$ cat config.mk
export PLATFORM = sky130hd
export DESIGN_NAME = stack_op_sequencer
export DESIGN_NICKNAME = d
export VERILOG_FILES = /design/src/rtl/stack_pkg.sv /design/src/rtl/stack_alu.sv /design/src/rtl/stack_op_sequencer.sv
export SDC_FILE = /design/constraint.sdc
export NUM_CORES = 1
export LEC_CHECK = 0
export BUFFER_PORTS_ARGS = -buffer_cell sky130_fd_sc_hd__buf_2
export CORE_MARGIN = 4
export CORE_UTILIZATION = 60
export DETAILED_ROUTE_END_ITERATION = 7
export GPL_TIMING_DRIVEN = 0
export PLACE_DENSITY = 0.86
export RECOVER_POWER = 50
export SLEW_MARGIN = 40
export SYNTH_ARGS = -nofsm -noshare
export SYNTH_HDL_FRONTEND = slang
export SYNTH_SLANG_ARGS = --single-unit
$ cat constraint.sdc
create_clock -name clk -period 6.5 [get_ports clk]
set_input_delay 1.3 -clock clk [delete_from_list [all_inputs] [get_ports clk]]
set_output_delay 1.3 -clock clk [all_outputs]
set_load 0.03 [all_outputs]
$ cat src/rtl/stack_pkg.sv
// Shared definitions for the stack operation sequencer: default sizes,
// opcode and FSM state encodings, and opcode classification.
package stack_pkg;

  localparam int DEF_DATA_W    = 8;
  localparam int DEF_STK_DEPTH = 32;
  localparam int DEPTH_W       = 6;

  typedef enum logic [2:0] {
    OP_NOP   = 3'b000,
    OP_PUSHI = 3'b001,
    OP_POP   = 3'b010,
    OP_TOS   = 3'b011,
    OP_ADD   = 3'b100,
    OP_SUB   = 3'b101,
    OP_AND   = 3'b110,
    OP_NOT   = 3'b111
  } op_e;

  // REPORT is part of the shared encoding; this sequencer reports results
  // from IDLE, so it only ever sees REPORT through the recovery branch.
  typedef enum logic [2:0] {
    S_IDLE    = 3'd0,
    S_STROBE1 = 3'd1,
    S_CAP1    = 3'd2,
    S_STROBE2 = 3'd3,
    S_CAP2    = 3'd4,
    S_PUSH_R  = 3'd5,
    S_REPORT  = 3'd6
  } state_e;

  function automatic logic is_binary(input op_e op);
    return (op == OP_ADD) || (op == OP_SUB) || (op == OP_AND);
  endfunction

endpackage

$ cat src/rtl/stack_alu.sv
// Combinational result unit: B op A for the binary opcodes, ~A for NOT,
// all wrapping modulo 2^DATA_W.
module stack_alu
  import stack_pkg::*;
#(
  parameter int DATA_W = DEF_DATA_W
) (
  input  op_e               op,
  input  logic [DATA_W-1:0] a,
  input  logic [DATA_W-1:0] b,
  output logic [DATA_W-1:0] result
);

  always_comb begin
    // NOTE: assigning a default before the case keeps every path driven, so no latch is inferred.
    result = '0;
    case (op)
      OP_ADD:  result = b + a;
      OP_SUB:  result = b - a;
      OP_AND:  result = b & a;
      OP_NOT:  result = ~a;
      default: result = '0;
    endcase
  end

endmodule

$ cat src/rtl/stack_op_sequencer.sv
// Sequencer that turns accepted stack opcodes into push/pop/tos strobe
// sequences for an external stack, tracking depth and a sticky error flag.
module stack_op_sequencer
  import stack_pkg::*;
#(
  parameter int DATA_W    = DEF_DATA_W,
  parameter int STK_DEPTH = DEF_STK_DEPTH
) (
  input  logic               clk,
  input  logic               rst_n,
  input  logic               op_valid,
  input  logic [2:0]         op_code,
  input  logic [DATA_W-1:0]  op_imm,
  output logic               op_ready,
  output logic               push,
  output logic               pop,
  output logic               tos,
  output logic [DATA_W-1:0]  stk_din,
  input  logic [DATA_W-1:0]  stk_res,
  output logic               res_valid,
  output logic [DATA_W-1:0]  res_data,
  output logic               err,
  output logic [DEPTH_W-1:0] depth
);

  localparam logic [DEPTH_W-1:0] FULL = DEPTH_W'(STK_DEPTH);
  localparam logic [DEPTH_W-1:0] ONE  = DEPTH_W'(1);
  localparam logic [DEPTH_W-1:0] TWO  = DEPTH_W'(2);

  state_e            state;
  op_e               op_q;
  op_e               op_in;
  logic [DATA_W-1:0] a_q;
  logic [DATA_W-1:0] alu_a;
  logic [DATA_W-1:0] alu_res;

  assign op_in = op_e'(op_code);

  // NOT operates on the value arriving now; binary ops use the captured top as A.
  assign alu_a = (state == S_CAP1) ? stk_res : a_q;

  stack_alu #(.DATA_W(DATA_W)) u_alu (
    .op     (op_q),
    .a      (alu_a),
    .b      (stk_res),
    .result (alu_res)
  );

  always_ff @(posedge clk) begin
    // NOTE: all sequential state uses non-blocking assignments so every register samples pre-edge values.
    if (!rst_n) begin
      state     <= S_IDLE;
      op_q      <= OP_NOP;
      a_q       <= '0;
      op_ready  <= 1'b1;
      push      <= 1'b0;
      pop       <= 1'b0;
      tos       <= 1'b0;
      stk_din   <= '0;
      res_valid <= 1'b0;
      res_data  <= '0;
      err       <= 1'b0;
      depth     <= '0;
    end else begin
      push      <= 1'b0;
      pop       <= 1'b0;
      tos       <= 1'b0;
      res_valid <= 1'b0;

      case (state)
        S_IDLE: begin
          if (op_valid && op_ready) begin
            op_q <= op_in;
            case (op_in)
              OP_NOP: ;
              OP_PUSHI: begin
                if (depth == FULL) begin
                  err <= 1'b1;
                end else begin
                  push     <= 1'b1;
                  stk_din  <= op_imm;
                  depth    <= depth + ONE;
                  state    <= S_STROBE1;
                  op_ready <= 1'b0;
                end
              end
              OP_POP, OP_TOS, OP_NOT: begin
                if (depth == '0) begin
                  err <= 1'b1;
                end else begin
                  tos      <= (op_in == OP_TOS);
                  pop      <= (op_in != OP_TOS);
                  depth    <= (op_in == OP_TOS) ? depth : depth - ONE;
                  state    <= S_STROBE1;
                  op_ready <= 1'b0;
                end
              end
              default: begin
                if (depth < TWO) begin
                  err <= 1'b1;
                end else begin
                  pop      <= 1'b1;
                  depth    <= depth - ONE;
                  state    <= S_STROBE1;
                  op_ready <= 1'b0;
                end
              end
            endcase
          end
        end

        S_STROBE1: begin
          if (op_q == OP_PUSHI) begin
            state    <= S_IDLE;
            op_ready <= 1'b1;
          end else begin
            state <= S_CAP1;
          end
        end

        S_CAP1: begin
          if (op_q == OP_NOT) begin
            push    <= 1'b1;
            stk_din <= alu_res;
            depth   <= depth + ONE;
            state   <= S_PUSH_R;
          end else if (is_binary(op_q)) begin
            a_q   <= stk_res;
            pop   <= 1'b1;
            depth <= depth - ONE;
            state <= S_STROBE2;
          end else begin
            res_valid <= 1'b1;
            res_data  <= stk_res;
            state     <= S_IDLE;
            op_ready  <= 1'b1;
          end
        end

        S_STROBE2: state <= S_CAP2;

        S_CAP2: begin
          push    <= 1'b1;
          stk_din <= alu_res;
          depth   <= depth + ONE;
          state   <= S_PUSH_R;
        end

        S_PUSH_R: begin
          res_valid <= 1'b1;
          res_data  <= stk_din;
          state     <= S_IDLE;
          op_ready  <= 1'b1;
        end

        default: begin
          state    <= S_IDLE;
          op_ready <= 1'b1;
        end
      endcase
    end
  end

endmodule

==> impl_metrics.json, run 1 <==
{
  "drtPass1Iterations": 5,
  "die_y_um": 79.06,
  "ys_types": 65,
  "hold_viol": 0,
  "drv_slew": 0,
  "end_kind": "flop",
  "numCtsBuffers": 5,
  "drv_cap": 0,
  "initial_utilization_pct": 62.88,
  "tns_ns": 0,
  "ant_nets": 0,
  "avgSynthCellArea_um2": 8.438,
  "worst_pin_slew_ns": 1.204,
  "die_w_um": 79.06,
  "crit_required_ns": 6.73,
  "drc_errors": 0,
  "post_cts_buffers": 0,
  "dpl.hpwl_um": 5908,
  "synth_area_leaders": "dfxtp_1 28%, mux2i_1 11%, a21oi_1 4.6%, ha_1 4.5%, nand2_1 4.3%",
  "grt_usage_pct": 26.18,
  "crit_type": "flop to flop",
  "synth_top_area_share_pct": 27.76,
  "finalWorstSetupSlack_ns": 2.560,
  "fin_crit_sh_pct": 60.62,
  "dr_total_vias": 3008,
  "wl_per_cell_um": 16.59,
  "htreeDepth": 2,
  "pre_cts_ws_ns": 2.473,
  "r2r_end": "stk_din[7]$_SDFFE_PN0P_",
  "synth_area_mm2": 0.003029,
  "hold_depth": 2,
  "clk_pin_slew_worst_paths_ns": 0.08,
  "synth_edf_count": 0,
  "fillCellCount": 416,
  "fin_util_pct": 70.88,
  "skew_ns": 0.007632,
  "peakVddDrop_v": 0.0001710,
  "synth_nets": 393,
  "numPortBuffers": 49,
  "grt_max_degree": 14,
  "power_w": 0.001114,
  "ys_warn_count": 0,
  "fin_nets": 449,
  "dp.cells": 475,
  "n_antenna_cell": 0,
  "final_cell_mix": "42 x dfxtp_1, 37 x clkbuf_1, 35 x nand2_1",
  "ys_async_sr_fraction_pct": 0,
  "yosysSeqAreaShare_pct": 27.76,
  "leakagePower_nw": 1.466,
  "max_freq_ghz": 0.2538,
  "hold_path_class": "flop to flop",
  "ff2ff_path_depth": 11,
  "status": "finished, final reports clean",
  "fin_crit_ns": 3.940,
  "cts_resized": 0,
  "num_rows": 25,
  "cp.arrival_ns": 4.17,
  "grt_pass1_vias": 2712,
  "critPathLaunchType": "flop",
  "final_common_cell": "dfxtp_1",
  "drive_gt1_share_pct": 13.94,
  "fin_cells": 483,
  "netlist.top_cell.by_area": "dfxtp_1",
  "drt-initial-drc-count": 265,
  "postCtsHoldBufs": 0,
  "worstHoldStart": "stk_din[2]$_SDFFE_PN0P_",
  "synth_flop_cell": "dfxtp_1",
  "path_max_fanout": 10,
  "synthCells": 359,
  "place_congestion": 0.9191,
  "cts_max_path_buffers": 2,
  "ys_ff_latch": 42,
  "whs_endpoint": "stk_din[2]$_SDFFE_PN0P_",
  "r2r_slack_ns": 2.56,
  "worstSkewPairLatency_ns": 0.30,
  "grt_antenna_before_repair": 0,
  "rr_startpoint": "state[1]$_SDFFE_PN0P_",
  "dieArea_mm2": 0.006250,
  "io_pins": 50,
  "rsz0062_at_grt": "false",
  "setup_violations": 0,
  "cts.sinks": 42,
  "wl_um": 8012,
  "core_area_mm2": 0.004817,
  "power.density_mw_per_mm2": 326.2,
  "grt_pass1_wl_um": 13050,
  "cts_root_buffer": "clkbuf_8",
  "viasPerCell": 6.228,
  "tritoncts": "done",
  "max_slew_margin_pct": 18.97,
  "synthToLayoutAreaGrowth_pct": 12.72,
  "grt-ovfl-total": 0
}
## power by group
group | total, W | leakage (nW) | switching, W | internal, W
sequential | 0.000348 | 0.341 | 0.0000456 | 0.000302
combinational | 0.000586 | 1.08 | 0.000355 | 0.000231
clock | 0.000180 | 0.0472 | 0.0000943 | 0.0000855
total | 0.00111 | 1.47 | 0.000495 | 0.000619
## cells by family (layout without fill, tap and decap cells)
group	Yosys count	count (layout)	synth area share (%)
flip-flops	42	42	27.76
adder cells (fa/ha/maj)	12	12	5.204
XOR/XNOR	11	11	3.180
buffers and inverters	30	87	4.709
multiplexers	33	33	10.95
AO/OA/AOI/OAI	105	105	24.49
AND/OR/NAND/NOR	126	126	23.71
## final cells by class
class	instances	area, um^2	share of cell area [%]
Multi-Input combinational cell	287	2039	59.73
Sequential cell	42	840.8	24.62
Clock buffer	6	82.58	2.418
Buffer	23	115.1	3.371
Inverter	7	26.28	0.7695
Timing Repair Buffer	49	214.0	6.266
Tap cell	67	83.83	2.455
Clock inverter	2	12.51	0.3664
## layer usage
metal / global-route usage [%] / up-vias / wire length [um]
met5: 0 / - / 0
met1: 36.31 / 1404 / 3604
met3: 4.535 / 29 / 568
met4: 9.278 / 0 / 224
li1: - / 1436 / -
met2: 40.82 / 139 / 3614
## synth_stat cells, types with 5 or more instances
library cell / n
o211a_1: 9
dfxtp_1: 42
xor2_1: 7
or4_1: 5
nor2b_1: 17
clkbuf_1: 11
ha_1: 11
inv_1: 7
nand2b_1: 9
a21oi_1: 28
o211ai_1: 10
nor3_1: 5
buf_2: 9
mux2i_1: 32
nand2_1: 35
o21ai_0: 17
nor2_1: 15
a31oi_1: 5
o21a_1: 6
## critical path, cell delays in order (launching register included)
cell and delay [ns]:
dfxtp_1 0.42, nor3b_1 0.34, clkbuf_1 0.47, mux2i_1 0.43, a21boi_0 0.33, nor2_1 0.09, xor2_1 0.16, ha_1 0.25
or4_1 0.48, o22ai_1 0.25, or3b_2 0.48, a31oi_1 0.16
## per-stage QoR
step / cell area, um^2 / hold WS (ns)
final: 3415 / 0.4961
after floorplan: 3029 / 0.5119
after CTS: 3453 / 0.4954
after global placement: 3358 / 0.4662
after detailed placement: 3358 / 0.4807
after global routing: 3415 / 0.5315
## registers in the layout, summed over array words and instances, names as in the netlist
name,count
op_q,3
pop,1
op_ready,1
err,1
push,1
a_q,8
res_data,8
depth,6
res_valid,1
state,3
stk_din,8
tos,1
## how the worst max path moves through the flow
stage / slack, ns / cells after the start / start / endpoint
after floorplan: 2.94 / 10 / stk_res[0] / stk_din[7]$_SDFFE_PN0P_
after global placement: 2.49 / 11 / stk_res[0] / stk_din[7]$_SDFFE_PN0P_
after detailed placement: 2.47 / 11 / stk_res[1] / stk_din[7]$_SDFFE_PN0P_
after CTS: 2.70 / 11 / stk_res[1] / stk_din[7]$_SDFFE_PN0P_
after global routing: 2.40 / 11 / state[1]$_SDFFE_PN0P_ / stk_din[7]$_SDFFE_PN0P_
final: 2.56 / 11 / state[1]$_SDFFE_PN0P_ / stk_din[7]$_SDFFE_PN0P_
Note: power is estimated with default switching activity, not from simulation.
==> run 2, diff against run 1 <==
CORE_UTILIZATION = 57   (was 60)
PLACE_DENSITY = 0.83   (was 0.86)
clock period = 4 ns   (was 6.5 ns; I/O delays follow)
==> impl_metrics.json, run 2 (synthesis results as in run 1) <==
{
  "numCtsBuffers": 5,
  "status": "finished, final reports clean",
  "crit_type": "flop to flop",
  "grt_usage_pct": 24.39,
  "pre_cts_ws_ns": 0.4297,
  "r2r_slack_ns": 0.33,
  "viasPerCell": 6.068,
  "dieArea_mm2": 0.006545,
  "grt_antenna_before_repair": 0,
  "drc_errors": 0,
  "tns_ns": 0,
  "cp_slowest_cell": "or4_1",
  "worst_pin_slew_ns": 1.133,
  "worstSkewPairLatency_ns": 0.31,
  "peakVddDrop_v": 0.0002952,
  "p_int_w": 0.0009874,
  "htreeDepth": 2,
  "cp.arrival_ns": 3.91,
  "dr_total_vias": 2949,
  "io_pins": 50,
  "reg_top3": "a_q x8, res_data x8, stk_din x8",
  "grt_pass1_vias": 2633,
  "p_sw_share_pct": 45.35,
  "clk_pin_slew_worst_paths_ns": 0.09,
  "critPathTopFamily": "simple AND/OR/NAND/NOR gates",
  "drv_slew": 0,
  "initial_utilization_pct": 58.93,
  "die_w_um": 80.90,
  "fin_cells": 486,
  "r2r_end": "stk_din[7]$_SDFFE_PN0P_",
  "rsz0062_at_grt": "false",
  "critPathLaunchType": "flop",
  "place_congestion": 0.9260,
  "p_switching_w": 0.0008194,
  "hold_depth": 2,
  "max_freq_ghz": 0.2726,
  "drv_cap": 0,
  "max_slew_margin_pct": 23.80,
  "end_kind": "flop",
  "dpl.hpwl_um": 5941,
  "drive_gt1_share_pct": 13.22,
  "grt_pass1_wl_um": 12600,
  "crit_required_ns": 4.25,
  "die_y_um": 80.90,
  "post_cts_buffers": 0,
  "fin_crit_ns": 3.668,
  "drt-initial-drc-count": 278,
  "cts_root_buffer": "clkbuf_8",
  "fin_nets": 449,
  "fin_crit_sh_pct": 91.69,
  "wl_um": 7908,
  "core_area_mm2": 0.005140,
  "path_cells": "nor3b_1 -> buf_2 -> mux2i_1 -> a21boi_0 -> nor2_1 -> xor2_1 -> ha_1 -> or4_1 -> o22ai_1 -> or3b_2 -> a31oi_1",
  "grt-ovfl-total": 0,
  "dp.cells": 478,
  "synthToLayoutAreaGrowth_pct": 12.64,
  "numPortBuffers": 49,
  "hold_path_class": "flop to flop",
  "wl_met1_um": 3456,
  "path_max_fanout": 10,
  "tritoncts": "done",
  "hold_viol": 0,
  "drtPass1Iterations": 4,
  "postCtsHoldBufs": 0,
  "whs_endpoint": "stk_din[2]$_SDFFE_PN0P_",
  "timing.critical_path.buf_inv": 1,
  "dr_wl_met3_um": 693,
  "worstHoldStart": "stk_din[2]$_SDFFE_PN0P_",
  "cts_resized": 0,
  "n_antenna_cell": 0,
  "grt_max_degree": 16,
  "cts_max_path_buffers": 2,
  "worst_path_largest_cell_delay_ns": 0.49,
  "met2_length_um": 3655,
  "rr_startpoint": "state[1]$_SDFFE_PN0P_",
  "wl_per_cell_um": 16.27,
  "num_rows": 26,
  "final_cell_mix": "42 x dfxtp_1, 40 x clkbuf_1, 35 x nand2_1",
  "ff2ff_path_depth": 11,
  "power_w": 0.001807,
  "finalWorstSetupSlack_ns": 0.3323,
  "combPwrFrac_pct": 52.4,
  "dr.max_layer_used": "met4",
  "leakagePower_nw": 1.447,
  "power.density_mw_per_mm2": 529.5,
  "p_clk_share_pct": 16.2,
  "setup_violations": 0,
  "p_seq_share_pct": 31.4,
  "ant_nets": 0,
  "final_common_cell": "dfxtp_1",
  "skew_ns": 0.01239,
  "cts.sinks": 42
}
[run 2: cell count changes in the layout (fill, tap and decap cells not counted)]
| cell | previous run | this run |
|---|---|---|
| clkinvlp_4 | 1 | 2 |
| clkinv_2 | 1 | 0 |
| inv_6 | 0 | 1 |
| clkbuf_1 | 37 | 40 |
| buf_2 | 32 | 29 |
| clkbuf_8 | 6 | 5 |
[run 2: per-stage QoR]
step | cell area [um^2] | hold WS (ns) | util, %
after CTS | 3455 | 0.4994 | 67.21
after detailed placement | 3362 | 0.4831 | 65.41
final | 3412 | 0.5062 | 66.38
after global placement | 3362 | 0.4700 | 65.41
after global routing | 3412 | 0.5239 | 66.38
after floorplan | 3029 | 0.5119 | -
[run 2: worst max-delay path by stage]
stage / startpoint / cells after the start / endpoint
after floorplan: state[1]$_SDFFE_PN0P_ / 11 / stk_din[7]$_SDFFE_PN0P_
after global placement: state[1]$_SDFFE_PN0P_ / 11 / stk_din[7]$_SDFFE_PN0P_
after detailed placement: state[1]$_SDFFE_PN0P_ / 11 / stk_din[7]$_SDFFE_PN0P_
after CTS: state[1]$_SDFFE_PN0P_ / 11 / stk_din[7]$_SDFFE_PN0P_
after global routing: state[1]$_SDFFE_PN0P_ / 11 / stk_din[7]$_SDFFE_PN0P_
final: state[1]$_SDFFE_PN0P_ / 11 / stk_din[7]$_SDFFE_PN0P_
[run 2: power by group through the flow]
stage / registers, W / logic (W) / clock network, W
finish: 0.000567 / 0.000947 / 0.000292
global placement: 0.000568 / 0.000928 / 0
floorplan: 0.000680 / 0.000617 / 0
detailed placement: 0.000573 / 0.000951 / 0
global route: 0.000581 / 0.00103 / 0.000314
CTS: 0.000564 / 0.000958 / 0.000295
[run 2: cell type report]
class | instances | area [um^2]
Buffer | 23 | 116.4
Clock buffer | 5 | 68.82
Clock inverter | 3 | 23.77
Fill cell | 467 | 1728
Inverter | 7 | 26.28
Multi-Input combinational cell | 287 | 2039
Sequential cell | 42 | 840.8
Tap cell | 70 | 87.58
Timing Repair Buffer | 49 | 209.0
[run 2: worst min-delay path: cells and delay by family (launching register included)]
kind	cells	cell delay [ns]
and+or+nand+nor	1	0.06
DFF	1	0.34
AOI/OAI and AO/OA	1	0.07
[run 2: routing by layer]
layer | up-vias | global-route usage (%)
li1 | 1432 | -
met1 | 1388 | 32.74
met2 | 116 | 39.49
met3 | 13 | 4.878
met4 | 0 | 7.264
met5 | - | 0
